File: src/rtl/parking_space_counter.sv
// Parking lot free-space tracker with entry-gate arbitration.
// Exits credit the count through an adder path; entries debit it through a ripple borrow chain.

module full_subtractor (
    input  logic a,
    input  logic b,
    input  logic bin,
    output logic d,
    output logic bout
);
    assign d    = a ^ b ^ bin;
    assign bout = (~a & b) | (~(a ^ b) & bin);
endmodule

module psc_borrow_chk (
    input logic clk,
    input logic rst_n,
    input logic borrow_out
);
    // An accepted entry always sees a non-zero effective count, so the chain never borrows out.
    borrow_never: assert property (@(posedge clk) disable iff (!rst_n) (borrow_out == 1'b0));
endmodule

module parking_space_counter #(
    parameter int CAPACITY    = 8,
    parameter int WIDTH       = 4,
    parameter int GATE_CYCLES = 4
) (
    input  logic             clk,
    input  logic             reset_n,
    input  logic             entry_req,
    input  logic             exit_event,
    output logic             entry_grant,
    output logic             entry_deny,
    output logic             gate_open,
    output logic [WIDTH-1:0] free_spaces,
    output logic             lot_full,
    output logic             lot_empty,
    output logic             overflow_err
);
    localparam int CW = (GATE_CYCLES > 1) ? $clog2(GATE_CYCLES) : 1;
    localparam logic [WIDTH-1:0] CAP_W    = WIDTH'(CAPACITY);
    localparam logic [WIDTH-1:0] ZERO_W   = {WIDTH{1'b0}};
    localparam logic [CW-1:0]    ZERO_C   = {CW{1'b0}};
    localparam logic [CW-1:0]    ONE_C    = CW'(1);
    localparam logic [CW-1:0]    CNT_LOAD = CW'(GATE_CYCLES - 1);

    typedef enum logic [1:0] {
        ST_IDLE  = 2'd0,
        ST_OPEN  = 2'd1,
        ST_CLOSE = 2'd2
    } state_t;

    state_t           state_r, state_next_s;
    logic [CW-1:0]    cnt_r, cnt_next_s;
    logic             pend_r, pend_next_s;
    logic             entry_q_r, exit_q_r;
    logic [WIDTH-1:0] free_r, free_next_s;
    logic             full_r, empty_r, grant_r, deny_r, gate_r, ovf_r;
    logic             full_next_s, empty_next_s, gate_next_s;
    logic             entry_ev_s, exit_ev_s, credit_s, ovf_hit_s, eff_nonzero_s;
    logic             accept_s, deny_s;
    logic [WIDTH-1:0] inc_val_s, sub_b_s, dec_val_s;
    logic [WIDTH:0]   borrow_s;

    assign entry_ev_s    = entry_req & ~entry_q_r;
    assign exit_ev_s     = exit_event & ~exit_q_r;
    assign credit_s      = exit_ev_s & (free_r != CAP_W);
    assign ovf_hit_s     = exit_ev_s & (free_r == CAP_W);
    // Exit credit is applied first, so an entry in the same cycle can use the freed space.
    assign inc_val_s     = free_r + WIDTH'(credit_s);
    assign eff_nonzero_s = (inc_val_s != ZERO_W);
    assign sub_b_s       = WIDTH'(accept_s);
    assign borrow_s[0]   = 1'b0;

    genvar gi;
    generate
        for (gi = 0; gi < WIDTH; gi++) begin : g_sub
            full_subtractor u_fs (
                .a    (inc_val_s[gi]),
                .b    (sub_b_s[gi]),
                .bin  (borrow_s[gi]),
                .d    (dec_val_s[gi]),
                .bout (borrow_s[gi+1])
            );
        end
    endgenerate

    psc_borrow_chk u_chk (
        .clk        (clk),
        .rst_n      (reset_n),
        .borrow_out (borrow_s[WIDTH])
    );

    // State register plus all registered outputs; reset drops the gate and loses any pending request.
    always_ff @(posedge clk or negedge reset_n) begin
        if (!reset_n) begin
            state_r   <= ST_IDLE;
            cnt_r     <= ZERO_C;
            pend_r    <= 1'b0;
            entry_q_r <= 1'b0;
            exit_q_r  <= 1'b0;
            free_r    <= CAP_W;
            full_r    <= 1'b0;
            empty_r   <= 1'b1;
            grant_r   <= 1'b0;
            deny_r    <= 1'b0;
            gate_r    <= 1'b0;
            ovf_r     <= 1'b0;
        end else begin
            state_r   <= state_next_s;
            cnt_r     <= cnt_next_s;
            pend_r    <= pend_next_s;
            entry_q_r <= entry_req;
            exit_q_r  <= exit_event;
            free_r    <= free_next_s;
            full_r    <= full_next_s;
            empty_r   <= empty_next_s;
            grant_r   <= accept_s;
            deny_r    <= deny_s;
            gate_r    <= gate_next_s;
            ovf_r     <= ovf_r | ovf_hit_s;
        end
    end

    // Next-state, gate countdown and request arbitration; a pending request is replayed on the first IDLE cycle.
    always_comb begin
        state_next_s = state_r;
        cnt_next_s   = cnt_r;
        pend_next_s  = pend_r;
        accept_s     = 1'b0;
        deny_s       = 1'b0;
        case (state_r)
            ST_IDLE: begin
                if (pend_r || entry_ev_s) begin
                    pend_next_s = 1'b0;
                    if (eff_nonzero_s) begin
                        accept_s     = 1'b1;
                        state_next_s = ST_OPEN;
                        cnt_next_s   = CNT_LOAD;
                    end else begin
                        deny_s = 1'b1;
                    end
                end else begin
                    pend_next_s = 1'b0;
                end
            end
            ST_OPEN, ST_CLOSE: begin
                if (state_r == ST_CLOSE) begin
                    state_next_s = ST_IDLE;
                end else if (cnt_r == ZERO_C) begin
                    state_next_s = ST_CLOSE;
                end else begin
                    cnt_next_s = cnt_r - ONE_C;
                end
                if (entry_ev_s && !pend_r) begin
                    if (eff_nonzero_s) begin
                        pend_next_s = 1'b1;
                    end else begin
                        deny_s = 1'b1;
                    end
                end else begin
                    pend_next_s = pend_r;
                end
            end
            default: begin
                state_next_s = ST_IDLE;
                pend_next_s  = 1'b0;
            end
        endcase
    end

    // Output decode for the next cycle; the chain result already includes both credit and debit.
    always_comb begin
        free_next_s  = dec_val_s;
        full_next_s  = (dec_val_s == ZERO_W);
        empty_next_s = (dec_val_s == CAP_W);
        gate_next_s  = (state_next_s == ST_OPEN);
    end

    assign entry_grant  = grant_r;
    assign entry_deny   = deny_r;
    assign gate_open    = gate_r;
    assign free_spaces  = free_r;
    assign lot_full     = full_r;
    assign lot_empty    = empty_r;
    assign overflow_err = ovf_r;
endmodule

File: config.mk
export PLATFORM = sky130hd
export DESIGN_NAME = parking_space_counter
export DESIGN_NICKNAME = d
export VERILOG_FILES = /design/src/rtl/parking_space_counter.sv
export SDC_FILE = /design/constraint.sdc
export NUM_CORES = 1
export LEC_CHECK = 0
export CAP_MARGIN = 10
export CELL_PAD_IN_SITES_DETAIL_PLACEMENT = 1
export CELL_PAD_IN_SITES_GLOBAL_PLACEMENT = 2
export CORE_MARGIN = 1.5
export CORE_UTILIZATION = 31
export CTS_BUF_LIST = sky130_fd_sc_hd__clkbuf_4 sky130_fd_sc_hd__clkbuf_8
export CTS_CLUSTER_DIAMETER = 100
export DETAILED_ROUTE_END_ITERATION = 10
export PLACE_DENSITY_LB_ADDON = 0.1
export SLEW_MARGIN = 20
export SYNTH_ARGS = -nofsm -noshare
export SYNTH_HDL_FRONTEND = slang
export SYNTH_SLANG_ARGS = --single-unit
File: constraint.sdc
create_clock -name clk -period 2.9 [get_ports clk]
set_input_delay 0.29 -clock clk [delete_from_list [all_inputs] [get_ports clk]]
set_output_delay 0.29 -clock clk [all_outputs]
set_load 0.02 [all_outputs]
# [Word-level counts from Yosys, hierarchy flattened]
# Cells that the tools add are included.
[word_totals] out_inout_bits=10 in_bits=4 ff_bits=17
[classes] eq_ne=12 add_sub_neg=2 muxes=20 n_reduce_logical=11 bitwise_logic=17
[op_table] op="$mux W2" n=8
[op_table] op="$ne A2 B2 Y1 const B" n=6
[op_table] op="$mux W1" n=9
[op_table] op="$eq A4 B4 Y1 const B" n=2
[op_table] op="$pmux W2 S2" n=2
[op_table] op="$and A1 B1 Y1" n=7
[op_table] op="$not A1 Y1" n=5
[op_table] op="$reduce_and A5 Y1" n=1
[op_table] op="$add A4 B1 Y4" n=1
[op_table] op="$eq A2 B1 Y1 const B" n=2
[op_table] op="$logic_not A2 Y1" n=2
[op_table] op="$logic_not A4 Y1" n=1
[op_table] op="$ne A4 B4 Y1 const B" n=1
[op_table] op="$reduce_bool A4 Y1" n=1
[op_table] op="$xor A1 B1 Y1" n=4
[op_table] op="$eq A2 B2 Y1 const B" n=1
[op_table] op="$pmux W1 S2" n=1
[op_table] op="$reduce_and A2 Y1" n=1
[op_table] op="$reduce_bool A2 Y1" n=1
[op_table] op="$reduce_or A2 Y1" n=1
[op_table] op="$sub A2 B1 Y2 const B" n=1
[op_table] op="$logic_and A1 B1 Y1" n=1
[op_table] op="$logic_not A1 Y1" n=1
[op_table] op="$logic_or A1 B1 Y1" n=1
[op_table] op="$or A1 B1 Y1" n=1

# [Longest topological paths before layout]
# Gate-level depths: netlist of the first run.
[logic_depth] ltp_word=13 ltp_mapped=13

# [Hierarchy]
# A second synthesis of the first run with hierarchy kept.
[unflattened] hier_cells=81 hier_area_um2=892.1
[by_module_without_submodules] mod="parking_space_counter" cells_per_inst=65 area_per_inst_um2=767.0 n_inst=1
[by_module_without_submodules] mod="full_subtractor" cells_per_inst=4 area_per_inst_um2=31.3 n_inst=4

# [Least setup slack after synthesis of the first run]
# No wires, ideal clock.
[synth_path] path_type="reg-to-reg" start="register free_r[3] (netlist: free_spaces[3])" end="register empty_r (netlist: lot_empty)" path_stages_with_launch=14 t_arrival_ns=2.913 path_buffers=0 synth_period_minus_slack_ns=2.976 slack_ns=-0.076 required_time_ns=2.837 cell_sequence="dfstp_2 > nor4b_1 > nor3b_1 > ha_1 > ha_1 > xnor2_1 > nand3_1 > nor2_1 > nor2_1 > ha_1 > ha_1 > ha_1 > xor2_1 > and4_1"
[synth_between] elab_chain_len=12 elab_cells_between_ends=18 classes_between="add/sub (1); eq/ne (2); mux (3); bitwise (11); reduce/logical (1)"
[synth_lines] element="start, declared" line_no="58" source="logic [WIDTH-1:0] free_r, free_next_s;"
[synth_lines] element="start signal, assigned" line_no="116" source="free_r <= free_next_s;"
[synth_lines] element="$ne A4 B4 Y1" line_no="68" source="assign credit_s = exit_ev_s & (free_r != CAP_W);"
[synth_lines] element="$and A1 B1 Y1" line_no="68"
[synth_lines] element="$add A4 B1 Y4 (*)" line_no="71" source="assign inc_val_s = free_r + WIDTH'(credit_s);"
[synth_lines] element="$reduce_bool A4 Y1 (*)" line_no="72" source="assign eff_nonzero_s = (inc_val_s != ZERO_W);"
[synth_lines] element="$mux W1 (*)" line_no="137" source="if (eff_nonzero_s) begin"
[synth_lines] element="$mux W1 (*)" line_no="135" source="if (pend_r || entry_ev_s) begin"
[synth_lines] element="$mux W1 (*)" line_no="133" source="case (state_r)"
[synth_lines] element="named net accept_s" line_no="62" source="logic accept_s, deny_s;"
[synth_lines] element="$and A1 B1 Y1 (*) (3 in series)" line_no="12" source="assign bout = (~a & b) | (~(a ^ b) & bin);"
[synth_lines] element="$xor A1 B1 Y1 (*)" line_no="11" source="assign d = a ^ b ^ bin;"
[synth_lines] element="named net g_sub[3].u_fs.d" line_no="8" source="output logic d,"
[synth_lines] element="$eq A4 B4 Y1 (*)" line_no="177" source="empty_next_s = (dec_val_s == CAP_W);"
[synth_lines] element="named net empty_next_s" line_no="60" source="logic full_next_s, empty_next_s, gate_next_s;"
[synth_lines] element="end signal, assigned" line_no="118" source="empty_r <= empty_next_s;"
[synth_lines] element="end, declared" line_no="59" source="logic full_r, empty_r, grant_r, deny_r, gate_r, ovf_r;"
# Mark *: on every way through the listed nets, which the timed path passes. The rest lies on a longest branch.
# A chain may end at the register's enable or synchronous reset.

# [Final worst setup path of the first run]
# Same ends and word-level chain as after synthesis.

==> metrics.csv, run 1 <==
metric,value,unit
PortBufs,13,
status,"complete, no violations",
Leak,0.586,nW
top_reg_cell synth,dfrtp_1,
total gr overflow,0,
Global Route Usage Sum,12.8,%
number of synthesized register bits,17,
relative slew slack,50.4,%
Via density,4.60,
wire length per cell,13.2,µm
crit path capture type,flip-flop,
Worst Skew,0.00885,ns
max_cap viols,0,
Util after Layout,49.2,%
Clock Path Buffers,2,
final antenna-violating net count,0,
Overall Power,1.44,mW
antenna cells,0,
Initial DRT Pass Iterations,2,
"commonest non-fill, non-tap cell in the layout",buf_4,
placed cells,127,
final hold violations,0,
worst hold margin,0.432,ns
area of the die,0.00300,mm²
chip height,54.7,µm
post-DP HPWL,1320,µm
area delta synth->final,48.3,%
clk sinks,17,
dpl cell area,0.00110,mm²
sequential fraction of the synthesis area,51.6,%
Clock Pin Slew Worst Setup and Hold Paths,0.10,ns
Power per Cell Area,1170,mW/mm²
clock tree from TritonCTS,done,
"EDFF count, synth",0,
Max Clk Rate,356,MHz
cell row count,18,
die width,54.7,µm
DRC viols,0,
vias in the first global route,600,
first-pass GRT wire length,2620,µm
final period utilization,96.8,%
Worst VDD drop,0.000601,V
hold_buf cts,0,
DRT iter0 DRCs,12,
post-route cell area,0.00123,mm²
root buf cell,clkbuf_4,
Worst EP required,3.14,ns
share of cells above drive strength 1,42.5,%
Syn Area/Cell,11.5,µm²
synth warn,0,
"commonest cells after routing, fill and taps aside","buf_4, dfrtp_1, clkdlybuf4s50_1",
CP Data Arrival Time,3.04,ns
Routed WL,1800,µm
Hold Crit Class,in -> async,
Final #Nets,120,
clock insertion delay at the later pin of the skew report,0.29,ns
largest net degree at the start of global routing,18,
Crit Path Category,reg -> reg,
max-slew violation count,0,
core area,0.00250,mm²
Netlist cell types,29,
ys async rst share,100,%
startpoint types,flip-flop,
Ports,14,
Syn Inst Count,72,
pre-CTS setup slack,-0.0715,ns
initial core utilization,33.2,%
Layout fillers,277,
area of the mapped netlist,830,µm²
setup TNS,0,ns
"Net Count, Synth",85,
worst-margin pin slew,0.742,ns
final setup fails,0,
Final GP Congestion,0.689,
antenna violations before repair,0,
minimum clock period,2.81,ns
Largest register FFs,4,
critical-path maximum fanout,3,
Clock H-tree levels,1,
Final Instance Count excl. Fillers,136,
CTS buffer count,3,
vias,625,
setup slack after layout,0.0928,ns
==> synth_stat cells, types with 2 or more instances <==
library cell   n  area share [%]
dfrtp_1       15              45
inv_1         10             4.5
ha_1           9              14
nor2_1         5             2.3
nand2_1        4             1.8
mux2_2         3             4.1
a21oi_1        2             1.2
dfstp_2        2             6.3
nand2b_1       2             1.5
==> area by class of cell <==
cell class,count,area [µm²],share of cell area (%)
sequential,17,428,34.8
timing repair buffer,31,265,21.6
clock buffer,3,22.5,1.83
clock inverter,1,5.00,0.407
tap,30,37.5,3.05
multi-input combinational,44,434,35.3
inverter,10,37.5,3.05
==> critical path: stages, from the launching register on <==
cell and delay (ns):
dfstp_2 0.55, nor4b_4 0.23, nor3b_2 0.08, ha_2 0.20, ha_2 0.19, xnor2_2 0.20, nand3_2 0.11, nor2_2 0.16
nor2_2 0.08, ha_2 0.18, ha_2 0.18, ha_4 0.17, xor2_2 0.20, and4_1 0.21
==> path summary, 6_finish.rpt <==
check                      slack (ns)           start           end  depth (start not counted)
max in group asynchronous        2.00         reset_n    entry_deny                          1
setup / recovery                 0.09  free_spaces[3]     lot_empty                         13
min in group clk                 0.46       entry_req     entry_q_r                          1
hold / removal                   0.43         reset_n     entry_q_r                          1
setup reg to reg                 0.09  free_spaces[3]     lot_empty                         13
hold reg to reg                  0.49    overflow_err  overflow_err                          1
==> per-layer routing <==
layer	GRT usage, %	part of all wire (%)	wire [µm]
met5	0	0	0
met4	3.75	0.67	12
met3	5.74	3.9	70
met2	21.4	50	891
met1	14.6	46	822
==> cell families after synthesis <==
logic type / after synthesis / share of synthesized area [%]
multiplexers: 3 / 4.07
flip-flops: 17 / 51.6
AND/OR/NAND/NOR: 20 / 13.4
buffers and inverters: 11 / 4.98
AO/OA/AOI/OAI: 9 / 8.30
XOR/XNOR: 3 / 4.07
adder cells (fa/ha/maj): 9 / 13.6
==> what timing repair did <==
item                                    in CTS  in global routing
gates resized for setup                      2                 12
endpoints found under the setup margin       3                  3
gates cloned                                 0                  0
setup buffers                                1                  4
pin swaps                                    2                  8
==> report_power, final <==
part | total, mW | internal, mW | switching (mW)
logic | 0.918 | 0.479 | 0.440
registers | 0.401 | 0.341 | 0.0595
clock network | 0.122 | 0.0513 | 0.0712
total | 1.44 | 0.871 | 0.570
Note: power is estimated with default switching activity, not from simulation.
==> run 2, diff against run 1 <==
Settings changed: CTS_CLUSTER_DIAMETER 100 to not set.
==> results of run 2 <==
No change in the layout: final DEF, timing and power equal those of run 1.
